[config.mk]
export PLATFORM = sky130hd
export DESIGN_NAME = alarm_time_setter
export DESIGN_NICKNAME = d
export VERILOG_FILES = /design/src/rtl/alarm_time_setter.sv
export SDC_FILE = /design/constraint.sdc
export NUM_CORES = 1
export LEC_CHECK = 0
export ABC_AREA = 1
export CAP_MARGIN = 0
export CORE_ASPECT_RATIO = 1.2
export CORE_UTILIZATION = 47
export DETAILED_ROUTE_END_ITERATION = 10
export HOLD_SLACK_MARGIN = 0.03
export PLACE_DENSITY = 0.77
export SLEW_MARGIN = 40
export SYNTH_ARGS = -nofsm -noshare
export SYNTH_HDL_FRONTEND = slang
export SYNTH_SLANG_ARGS = --single-unit
[constraint.sdc]
create_clock -name CLK_50 -period 4.06 [get_ports CLK_50]
set_clock_uncertainty 0.1 [all_clocks]
set_input_delay 0.812 -clock CLK_50 [delete_from_list [all_inputs] [get_ports CLK_50]]
set_output_delay 0.812 -clock CLK_50 [all_outputs]
set_load 0.01 [all_outputs]
[src/rtl/alarm_time_setter.sv]
// Alarm-time front-end: two raw push-buttons become a BCD alarm time, an enable flag,
// an edit mode and a blink strobe for the field being edited.
// Latency: a clean key press reaches the output registers DEB_CYCLES+3 edges after the pin is first sampled low.
// Backpressure: none; every accepted press is acted on at once, and a held key yields a single event.
//
// Ports:
//   CLK_50     system clock
//   CR         asynchronous active-high reset
//   KeyMode_n  raw mode button, active-low, asynchronous to the clock
//   KeyInc_n   raw increment button, active-low, asynchronous to the clock
//   Set_Hr     alarm hour in BCD (00-23)
//   Set_Min    alarm minute in BCD (00-59)
//   AlarmEn    alarm armed
//   Mode       00 idle, 01 editing hours, 10 editing minutes
//   Blink      flash strobe for the edited field, 0 when idle
module alarm_time_setter #(
  parameter int          DEB_CYCLES     = 1000000,
  parameter int          BLINK_CYCLES   = 12500000,
  parameter int          TIMEOUT_CYCLES = 500000000,
  parameter logic [7:0]  RST_HR         = 8'h07,
  parameter logic [7:0]  RST_MIN        = 8'h00
) (
  input  logic       CLK_50,
  input  logic       CR,
  input  logic       KeyMode_n,
  input  logic       KeyInc_n,
  output logic [7:0] Set_Hr,
  output logic [7:0] Set_Min,
  output logic       AlarmEn,
  output logic [1:0] Mode,
  output logic       Blink
);

  localparam int DW = (DEB_CYCLES     > 1) ? $clog2(DEB_CYCLES)     : 1;
  localparam int BW = (BLINK_CYCLES   > 1) ? $clog2(BLINK_CYCLES)   : 1;
  localparam int TW = (TIMEOUT_CYCLES > 1) ? $clog2(TIMEOUT_CYCLES) : 1;

  localparam logic [DW-1:0] DEB_LAST     = DW'(DEB_CYCLES - 1);
  localparam logic [BW-1:0] BLINK_LAST   = BW'(BLINK_CYCLES - 1);
  localparam logic [TW-1:0] TIMEOUT_LAST = TW'(TIMEOUT_CYCLES - 1);

  typedef enum logic [1:0] {
    IDLE    = 2'b00,
    SET_HR  = 2'b01,
    SET_MIN = 2'b10
  } state_t;

  // Key index 0 is the mode button, index 1 the increment button.
  logic [1:0]    key_raw;
  logic [1:0]    sync1_q, sync2_q;
  logic [1:0]    st_q, st_d;
  logic [1:0]    st_prev_q;
  logic [1:0]    press_q;
  logic [DW-1:0] dc_q [2];
  logic [DW-1:0] dc_d [2];

  state_t        state_q, state_d;
  logic [7:0]    hr_q, hr_d;
  logic [7:0]    min_q, min_d;
  logic          en_q, en_d;
  logic          blink_q, blink_d;
  logic [TW-1:0] tc_q, tc_d;
  logic [BW-1:0] bc_q, bc_d;

  logic          pm, pi;

  assign key_raw = {KeyInc_n, KeyMode_n};
  assign pm      = press_q[0];
  assign pi      = press_q[1];

  function automatic logic [7:0] inc_hr(input logic [7:0] v);
    if (v == 8'h23)          return 8'h00;
    else if (v[3:0] == 4'd9) return {v[7:4] + 4'd1, 4'd0};
    else                     return {v[7:4], v[3:0] + 4'd1};
  endfunction

  function automatic logic [7:0] inc_min(input logic [7:0] v);
    if (v == 8'h59)          return 8'h00;
    else if (v[3:0] == 4'd9) return {v[7:4] + 4'd1, 4'd0};
    else                     return {v[7:4], v[3:0] + 4'd1};
  endfunction

  // Debounce: the stable value only follows the synchronised pin after
  // DEB_CYCLES consecutive disagreeing samples; any agreement restarts the count.
  always_comb begin
    st_d = st_q;
    dc_d = dc_q;
    for (int k = 0; k < 2; k++) begin
      if (sync2_q[k] == st_q[k]) begin
        dc_d[k] = '0;
      end else if (dc_q[k] == DEB_LAST) begin
        st_d[k] = sync2_q[k];
        dc_d[k] = '0;
      end else begin
        dc_d[k] = dc_q[k] + DW'(1);
      end
    end
  end

  // Edit FSM, field updates, timeout and blink.
  always_comb begin
    state_d = state_q;
    hr_d    = hr_q;
    min_d   = min_q;
    en_d    = en_q;
    tc_d    = '0;
    blink_d = blink_q;
    bc_d    = bc_q;

    if (pm) begin
      // Mode press wins over a simultaneous increment press.
      unique case (state_q)
        IDLE:    state_d = SET_HR;
        SET_HR:  state_d = SET_MIN;
        default: state_d = IDLE;
      endcase
    end else if (pi) begin
      unique case (state_q)
        IDLE:    en_d  = ~en_q;
        SET_HR:  hr_d  = inc_hr(hr_q);
        default: min_d = inc_min(min_q);
      endcase
    end else if (state_q != IDLE) begin
      // A press in the expiry cycle is handled above, which cancels the timeout.
      if (tc_q == TIMEOUT_LAST) state_d = IDLE;
      else                      tc_d    = tc_q + TW'(1);
    end

    if (state_d == IDLE) begin
      blink_d = 1'b0;
      bc_d    = '0;
    end else if (state_d != state_q) begin
      // Entering a field starts it visible with a fresh half-period.
      blink_d = 1'b1;
      bc_d    = '0;
    end else if (bc_q == BLINK_LAST) begin
      blink_d = ~blink_q;
      bc_d    = '0;
    end else begin
      bc_d    = bc_q + BW'(1);
    end
  end

  always_ff @(posedge CLK_50 or posedge CR) begin
    if (CR) begin
      sync1_q   <= 2'b11;
      sync2_q   <= 2'b11;
      st_q      <= 2'b11;
      st_prev_q <= 2'b11;
      press_q   <= 2'b00;
      dc_q[0]   <= '0;
      dc_q[1]   <= '0;
      state_q   <= IDLE;
      hr_q      <= RST_HR;
      min_q     <= RST_MIN;
      en_q      <= 1'b0;
      blink_q   <= 1'b0;
      tc_q      <= '0;
      bc_q      <= '0;
    end else begin
      sync1_q   <= key_raw;
      sync2_q   <= sync1_q;
      st_q      <= st_d;
      st_prev_q <= st_q;
      // Only the 1->0 (press) transition of the stable key makes an event.
      press_q   <= st_prev_q & ~st_q;
      dc_q      <= dc_d;
      state_q   <= state_d;
      hr_q      <= hr_d;
      min_q     <= min_d;
      en_q      <= en_d;
      blink_q   <= blink_d;
      tc_q      <= tc_d;
      bc_q      <= bc_d;
    end
  end

  assign Set_Hr  = hr_q;
  assign Set_Min = min_q;
  assign AlarmEn = en_q;
  assign Mode    = state_q;
  assign Blink   = blink_q;

endmodule

# Yosys cells after proc, flatten, opt, wreduce, memory -nomap -nowiden
# Cells that the tools add are included.
[classes]
addsub = 8
n_eq_ne = 12
muxes = 23
n_reduce_logical = 14
bitwise = 8
[op_table]
columns = ["operator", "n"]
rows = [
  ["$mux W29", 4],
  ["$mux W20", 4],
  ["$mux W24", 3],
  ["$add A20 B1 Y20 const B", 2],
  ["$eq A20 B20 Y1 const B", 2],
  ["$mux W8", 4],
  ["$add A29 B1 Y29 const B", 1],
  ["$eq A29 B29 Y1 const B", 1],
  ["$add A24 B1 Y24 const B", 1],
  ["$eq A24 B24 Y1 const B", 1],
  ["$add A4 B1 Y4 const B", 4],
  ["$reduce_and A3 Y1", 3],
  ["$eq A4 B4 Y1 const B", 2],
  ["$eq A8 B6 Y1 const B", 1],
  ["$eq A8 B7 Y1 const B", 1],
  ["$mux W2", 4],
  ["$reduce_and A4 Y1", 2],
  ["$not A1 Y1", 6],
  ["$reduce_bool A2 Y1", 3],
  ["$logic_not A2 Y1", 2],
  ["$pmux W2 S2", 1],
  ["$reduce_and A2 Y1", 2],
  ["$mux W1", 3],
  ["$reduce_bool A3 Y1", 1],
  ["other kinds (6)", 7],
]
[totals]
register_bits = 123
output_inout_bits = 20
word_cells = 82
input_bits = 4

# Depth between registers and ports, before layout
# Gate-level depths: netlist (run 1).
[logic_depth]
ltp_word = 8
depth_mapped = 11
depth_no_buf = 10

# Worst setup path after synthesis (run 1)
# Ideal clock, no wire load.
[synth_path]
kind = "flip-flop to flip-flop"
from = "reg tc_q[0]"
to = "reg tc_q[19]"
stages_incl_launch_ff = 12
required_ns = 3.833
setup_slack_ns = 2.410
arrival_ns = 1.423
path_cell_list = "dfrtp_1 > ha_1 > nand3_1 > inv_2 > nand2_4 > nor2_4 > nand2_2 > nand2_4 > inv_2 > buf_6 > nand2_2 > a21oi_1"
[synth_between]
elab_chain_cells = 5
word_cells_on_any_way = 6
[synth_rtl]
columns = ["item", "line", "text"]
rows = [
  ["start, declared", "62", "logic [TW-1:0] tc_q, tc_d;"],
  ["start signal, assigned", "173", "tc_q <= tc_d;"],
  ["$add A29 B1 Y29 or $eq A29 B29 Y1 (tied branches)", "126, 125", ""],
  ["$mux W29 (*)", "125", "if (tc_q == TIMEOUT_LAST) state_d = IDLE;"],
  ["$mux W29 (*)", "123", "end else if (state_q != IDLE) begin"],
  ["$mux W29 (*)", "117", "end else if (pi) begin"],
  ["$mux W29 (*)", "110", "if (pm) begin"],
  ["net tc_d[19]", "62", ""],
]
# The timed path passes the listed nets; every way through them passes the cells marked *.
# A chain may end at the register's enable or synchronous reset.

# Worst setup path in the final report (run 1)
[layout_path]
from = "reg state_q[1], in the netlist Mode[1]"
to = "out Mode[1]"
[layout_rtl]
columns = ["item", "line", "text"]
rows = [
  ["start, declared", "57", "state_t state_q, state_d;"],
  ["start signal, assigned", "168", "state_q <= state_d;"],
  ["end, declared", "30", "output logic [1:0] Mode,"],
]
# No word-level cell between the ends.

==> results of run 1 <==
==> flip-flops by register name (all words and copies together) (netlist names) <==
name / count
bc_q: 24
st_prev_q: 2
st_q: 2
sync2_q: 2
sync1_q: 2
Set_Hr: 8
Set_Min: 8
Blink: 1
Mode: 2
AlarmEn: 1
dc_q: 40
press_q: 2
tc_q: 29
==> layout make-up <==
class                   instances  area, um^2  share of cell area, %
inverters                     145       548.0                  6.772
flip-flops and latches        123        3092                  38.20
clock buffers                  25       495.5                  6.122
repair buffers                 26       265.3                  3.278
clock inverters                 7       112.6                  1.391
multi-input cells             644        3329                  41.14
well taps                     200       250.2                  3.092
==> layer usage <==
metal	vias up	GRT usage (%)	share of wire, %
met3	41	4.860	3.5
met2	124	35.54	49
li1	2999	-	-
met4	0	10.45	3.1
met1	2818	25.51	44
met5	-	0	0
==> worst reg2reg max path, cell delays in order, from the launching register on <==
cell     delay, ps
dfrtp_1        500
inv_2          270
nand2_1        130
nor3_2         420
nand2_1        260
o31ai_1        250
==> kinds of logic after synthesis <==
kind of cell / share of synthesized area, %
AND/OR/NAND/NOR: 33.34
buffers and inverters: 8.699
flip-flops: 43.96
AO/OA/AOI/OAI: 5.728
XOR/XNOR: 5.978
adder cells (fa/ha/maj): 2.135
multiplexers: 0.1601
==> how the worst min path moves through the flow <==
stage,start,endpoint,slack (ps)
4_1_cts,sync1_q[0],sync2_q[0],280
3_3_place_gp,sync1_q[0],sync2_q[0],260
6_report,sync1_q[1],sync2_q[1],280
5_1_grt,sync1_q[1],sync2_q[1],290
2_1_floorplan,sync1_q[0],sync2_q[0],250
3_5_place_dp,sync1_q[0],sync2_q[0],260
==> power by group <==
part           internal (mW)  total, mW  switching, mW
clock                   1.03       1.55          0.522
combinational         0.0112     0.0475         0.0363
sequential              1.24       1.24        0.00524
==> stage by stage <==
step	hold slack [ps]	worst slack, ps	total power [mW]	cells
final	276.2	1389	2.837	1170
after global routing	285.2	1334	2.932	1170
after CTS	275.2	1386	2.870	1170
after detailed placement	262.7	1837	1.312	1138
after global placement	259.1	1855	1.310	1138
after floorplan	245.2	1646	1.292	923
==> cell usage in the layout, fill, tap and decap left out, drive strengths merged <==
cell and instances:
nor2 195, nand2 187, inv 143, dfrtp 112, nand3 60, nor3 43
xor2 34, clkbuf 25, nand4 23, clkdlybuf4s50 23, a21oi 18, o21ai 18
xnor2 14, o2111ai 13, ha 12, dfstp 11, nor3b 8, a31oi 4
clkinv 4, bufinv 3, buf 3, o21a 2, nand3b 2, o21bai 2
a21o 2, clkinvlp 2, o31ai 2, and3 1, o22ai 1, and2 1
nor4 1, mux2 1
==> metrics.cfg, run 1 <==
[critical_path]
start_kind = flip-flop
crit_required_ps = 3150
cpMaxStageDelayCell = dfrtp_1
r2r_start = press_q[0]
cp.depth = 1
path_buf_inv = 1
crit_fanout = 17
worstReg2RegEnd = Set_Hr[6]
r2r_cells = 5
path_class = reg -> out
crit_start = Mode[1]
critPathMaxStageDelay_ps = 700
cp.arrival_ps = 1760
crit_end = Mode[1]
crit_family = flip-flops
cp-end-kind = primary output
r2r_setup_slack_ps = 2030
crit_chain = clkdlybuf4s50_1

[layout]
syn2layout_area_growth_pct = 15.07
n_antenna_cell = 0
post-route-util_pct = 55.91
nNetsFinal = 973
fillers = 1311
final_cell_area_mm2 = 0.008093
drive_gt1_share_pct = 9.381

[yosys]
yosysSeqAreaShare_pct = 43.96
avgSynthCellArea_um2 = 7.620
synthCells = 923
synth.net_count = 939
syn_area_mm2 = 0.007033
ys.flop_type = dfrtp_1
synth_top_area_share_pct = 39.85
synth.most_common_cell = nor2_1
synth_cell_types = 44
synth_commonest_cells = 179 x nor2_1, 176 x nand2_1, 134 x inv_1
synth_area_leader_cell = dfrtp_1
synth_edf_count = 0
synth.area.top_cells = dfrtp_1 40%, nor2_1 9.6%, nand2_1 9.4%
synth_seq_cells = 123
synthArstFlopShare_pct = 100.0
ys_warn_count = 0

[global_route]
grt_pass1_wl_mm = 25.70
grt_pass1_vias = 5658
overflow = 0
antenna_found_initial = 0
track_usage_pct = 21.15
grt_max_degree = 55

[timing]
finalHoldViolCount = 0
min_period_over_period_pct = 65.78
rsz0062_at_grt = no
fin_crit_ps = 2671
timing.slew.headroom_pct = 51.96
setup_violations = 0
clock.fmax_mhz = 374.4
final_max_slew_viol_count = 0
tightest_slew_ps = 719.0
fin_setup_tns_ps = 0

[routing]
vias = 5982
drt_pass1_iterations = 5
drc = 0
wl_mm = 14.91
drt-initial-drc-count = 298
via_per_inst = 5.113
drtAntennaViolNets = 0
avgRoutedWirePerCell_um = 12.75

[clock_tree]
clk_path_buf_depth = 2
cts.sinks = 123
cts.clk_slew.worst_paths_ps = 50
clockRootBuffer = clkbuf_16
cts_setup_buffers = 0
cts.repair.resized = 0
h-tree-depth = 4
ctsHoldBuffers = 0
clk_latency_ps = 420
cts_made_buffers = 17
tritoncts = yes

[placed_design]
placed_area_mm2 = 0.007485
gp_congestion = 0.8976
io_buffers = 23
dp_hpwl_mm = 10.93

[run]
drv_cap = 0

[min_path]
hold_path.class = reg -> reg
min_path_cells = 0

[floorplan]
die_x_um = 113.7
die_h_um = 136
dieArea_mm2 = 0.01546
io_pins = 24
start_util_pct = 48.59
core_mm2 = 0.01447
rows = 48

[power_and_ir_drop]
power_density_mw_per_mm2 = 350.6
leakagePower_nw = 3.589
vdd_ir_drop_max_mv = 0.2832

[run_status]
outcome = completed

No activity file was read; power rests on OpenSTA's default activity.
==> inputs of run 2 (changes only) <==
- PLACE_DENSITY: 0.77 -> 0.75
- clock period: 4.06 -> 2.75 ns (I/O delays scaled with it)
==> run 2 against run 1 <==
Compared with the run above: clock-buffer cell count is 3 lower; worst setup slack worse by 1100 ps; flip-flop and latch count unchanged; critical path depth did not move; register-to-register slack worse by 1300 ps; final cell count barely moved; via count fell by 0.69%; clock power increased by 61%; critical path type unchanged.
==> metrics.cfg, run 2 (synthesized netlist as in run 1, its figures left out) <==
[layout]
nNetsFinal = 972
final_cell_mix = 179 x nor2_1, 176 x nand2_1, 133 x inv_1, 112 x dfrtp_1, 58 x nand3_1
largest_register_ffs = 40
drive_gt1_share_pct = 9.494
final_common_cell = nor2_1
syn2layout_area_growth_pct = 15.74
regMostFlops = dc_q
fillers = 1341
n_antenna_cell = 0
top_regs = dc_q (40), tc_q (29), bc_q (24)

[routing]
drt-initial-drc-count = 380
drtAntennaViolNets = 0
via_per_inst = 5.082
vias = 5941
wl_mm = 14.65
drt_pass1_iterations = 6
avgRoutedWirePerCell_um = 12.53
drc = 0

[critical_path]
cpMaxStageDelayCell = dfrtp_1
path_class = reg -> out
cp.depth = 1
crit_family = flip-flops
r2r_start = Mode[1]
critPathMaxStageDelay_ps = 720
r2r_setup_slack_ps = 750
crit_chain = clkdlybuf4s50_1
crit_end = Mode[1]
crit_fanout = 17
start_kind = flip-flop
crit_start = Mode[1]
crit_required_ps = 2100
cp-end-kind = primary output
path_buf_inv = 1
worstReg2RegEnd = Set_Min[7]
cp.arrival_ps = 1790
r2r_cells = 7

[clock_tree]
clk_path_buf_depth = 2
cts.sinks = 123
clk_latency_ps = 420
clockRootBuffer = clkbuf_16
cts_made_buffers = 17
cts.repair.resized = 0
h-tree-depth = 4
cts_setup_buffers = 0
cts.clk_slew.worst_paths_ps = 50
ctsHoldBuffers = 0
tritoncts = yes

[floorplan]
start_util_pct = 48.59
die_x_um = 113.7
io_pins = 24
dieArea_mm2 = 0.01546
rows = 48
die_h_um = 136
core_mm2 = 0.01447

[timing]
finalHoldViolCount = 0
fin_setup_tns_ps = 0
setup_violations = 0
final_max_slew_viol_count = 0
tightest_slew_ps = 609.0
min_period_over_period_pct = 88.57
rsz0062_at_grt = no
clock.fmax_mhz = 410.6
fin_crit_ps = 2436
timing.slew.headroom_pct = 59.40

[power_and_ir_drop]
leakagePower_nw = 3.596
power_density_mw_per_mm2 = 539.0
vdd_ir_drop_max_mv = 0.4309
total_power_mw = 4.388

[global_route]
grt_pass1_vias = 5669
antenna_found_initial = 0
grt_max_degree = 87
grt_pass1_wl_mm = 25.38
overflow = 0
track_usage_pct = 20.90

[placed_design]
dp_hpwl_mm = 10.45
io_buffers = 23
gp_congestion = 0.9369

[min_path]
hold_path.class = reg -> reg
hp-start = sync1_q[1]

[run_status]
outcome = completed

[run]
drv_cap = 0

## run 2: cell count changes in the layout (fill, tap and decap cells not counted)
cell,delta
clkinv_4,+1
buf_4,-1
clkinv_2,-3
clkinvlp_4,+3
bufinv_16,+2
clkbuf_1,-2
clkbuf_8,-1
## run 2: per-layer routing
metal / global-route usage (%) / up-vias / wire, um
li1: - / 3004 / -
met3: 4.592 / 37 / 518
met4: 9.942 / 0 / 385
met2: 35.26 / 116 / 7276
met5: 0 / - / 0
met1: 25.35 / 2784 / 6473
## run 2: worst min-delay path by stage
stage               cells past startpoint          to  slack [ps]
global route                            0  sync2_q[0]         260
detailed placement                      0  sync2_q[1]         250
global placement                        0  sync2_q[1]         250
floorplan                               0  sync2_q[0]         250
CTS                                     0  sync2_q[1]         250
finish                                  0  sync2_q[1]         250
## run 2: where the power goes
part / internal (mW) / switching [mW] / total, mW
combinational: 0.0156 / 0.0533 / 0.0689
sequential: 1.82 / 0.00697 / 1.83
clock: 1.68 / 0.808 / 2.49
total: 3.52 / 0.868 / 4.39
## run 2: stage by stage
| stage | cell area (um^2) | util (%) | std cells | hold WS [ps] | worst slack, ps |
|---|---|---|---|---|---|
| floorplan | 7037 | - | 923 | 245.2 | 597.7 |
| global placement | 7477 | 51.66 | 1137 | 246.9 | 808.7 |
| detailed placement | 7477 | 51.66 | 1137 | 246.8 | 789.2 |
| CTS | 8140 | 56.24 | 1169 | 254.4 | 332.3 |
| global route | 8140 | 56.24 | 1169 | 261.9 | 228.1 |
| finish | 8140 | 56.24 | 1169 | 254.4 | 314.4 |
## run 2: cell type report
type	instances	area [um^2]	area share, %
Inverter	145	548.0	6.732
Clock buffer	22	474.2	5.825
Tap cell	200	250.2	3.074
Multi-Input combinational cell	644	3329	40.90
Sequential cell	123	3092	37.98
Clock inverter	10	188.9	2.321
Timing Repair Buffer	25	257.7	3.166
==> inputs of run 3 (changes only) <==
- SLEW_MARGIN: 40 -> default
==> results of run 3 <==
The final DEF is identical to that of run 2; final timing and power are the same.
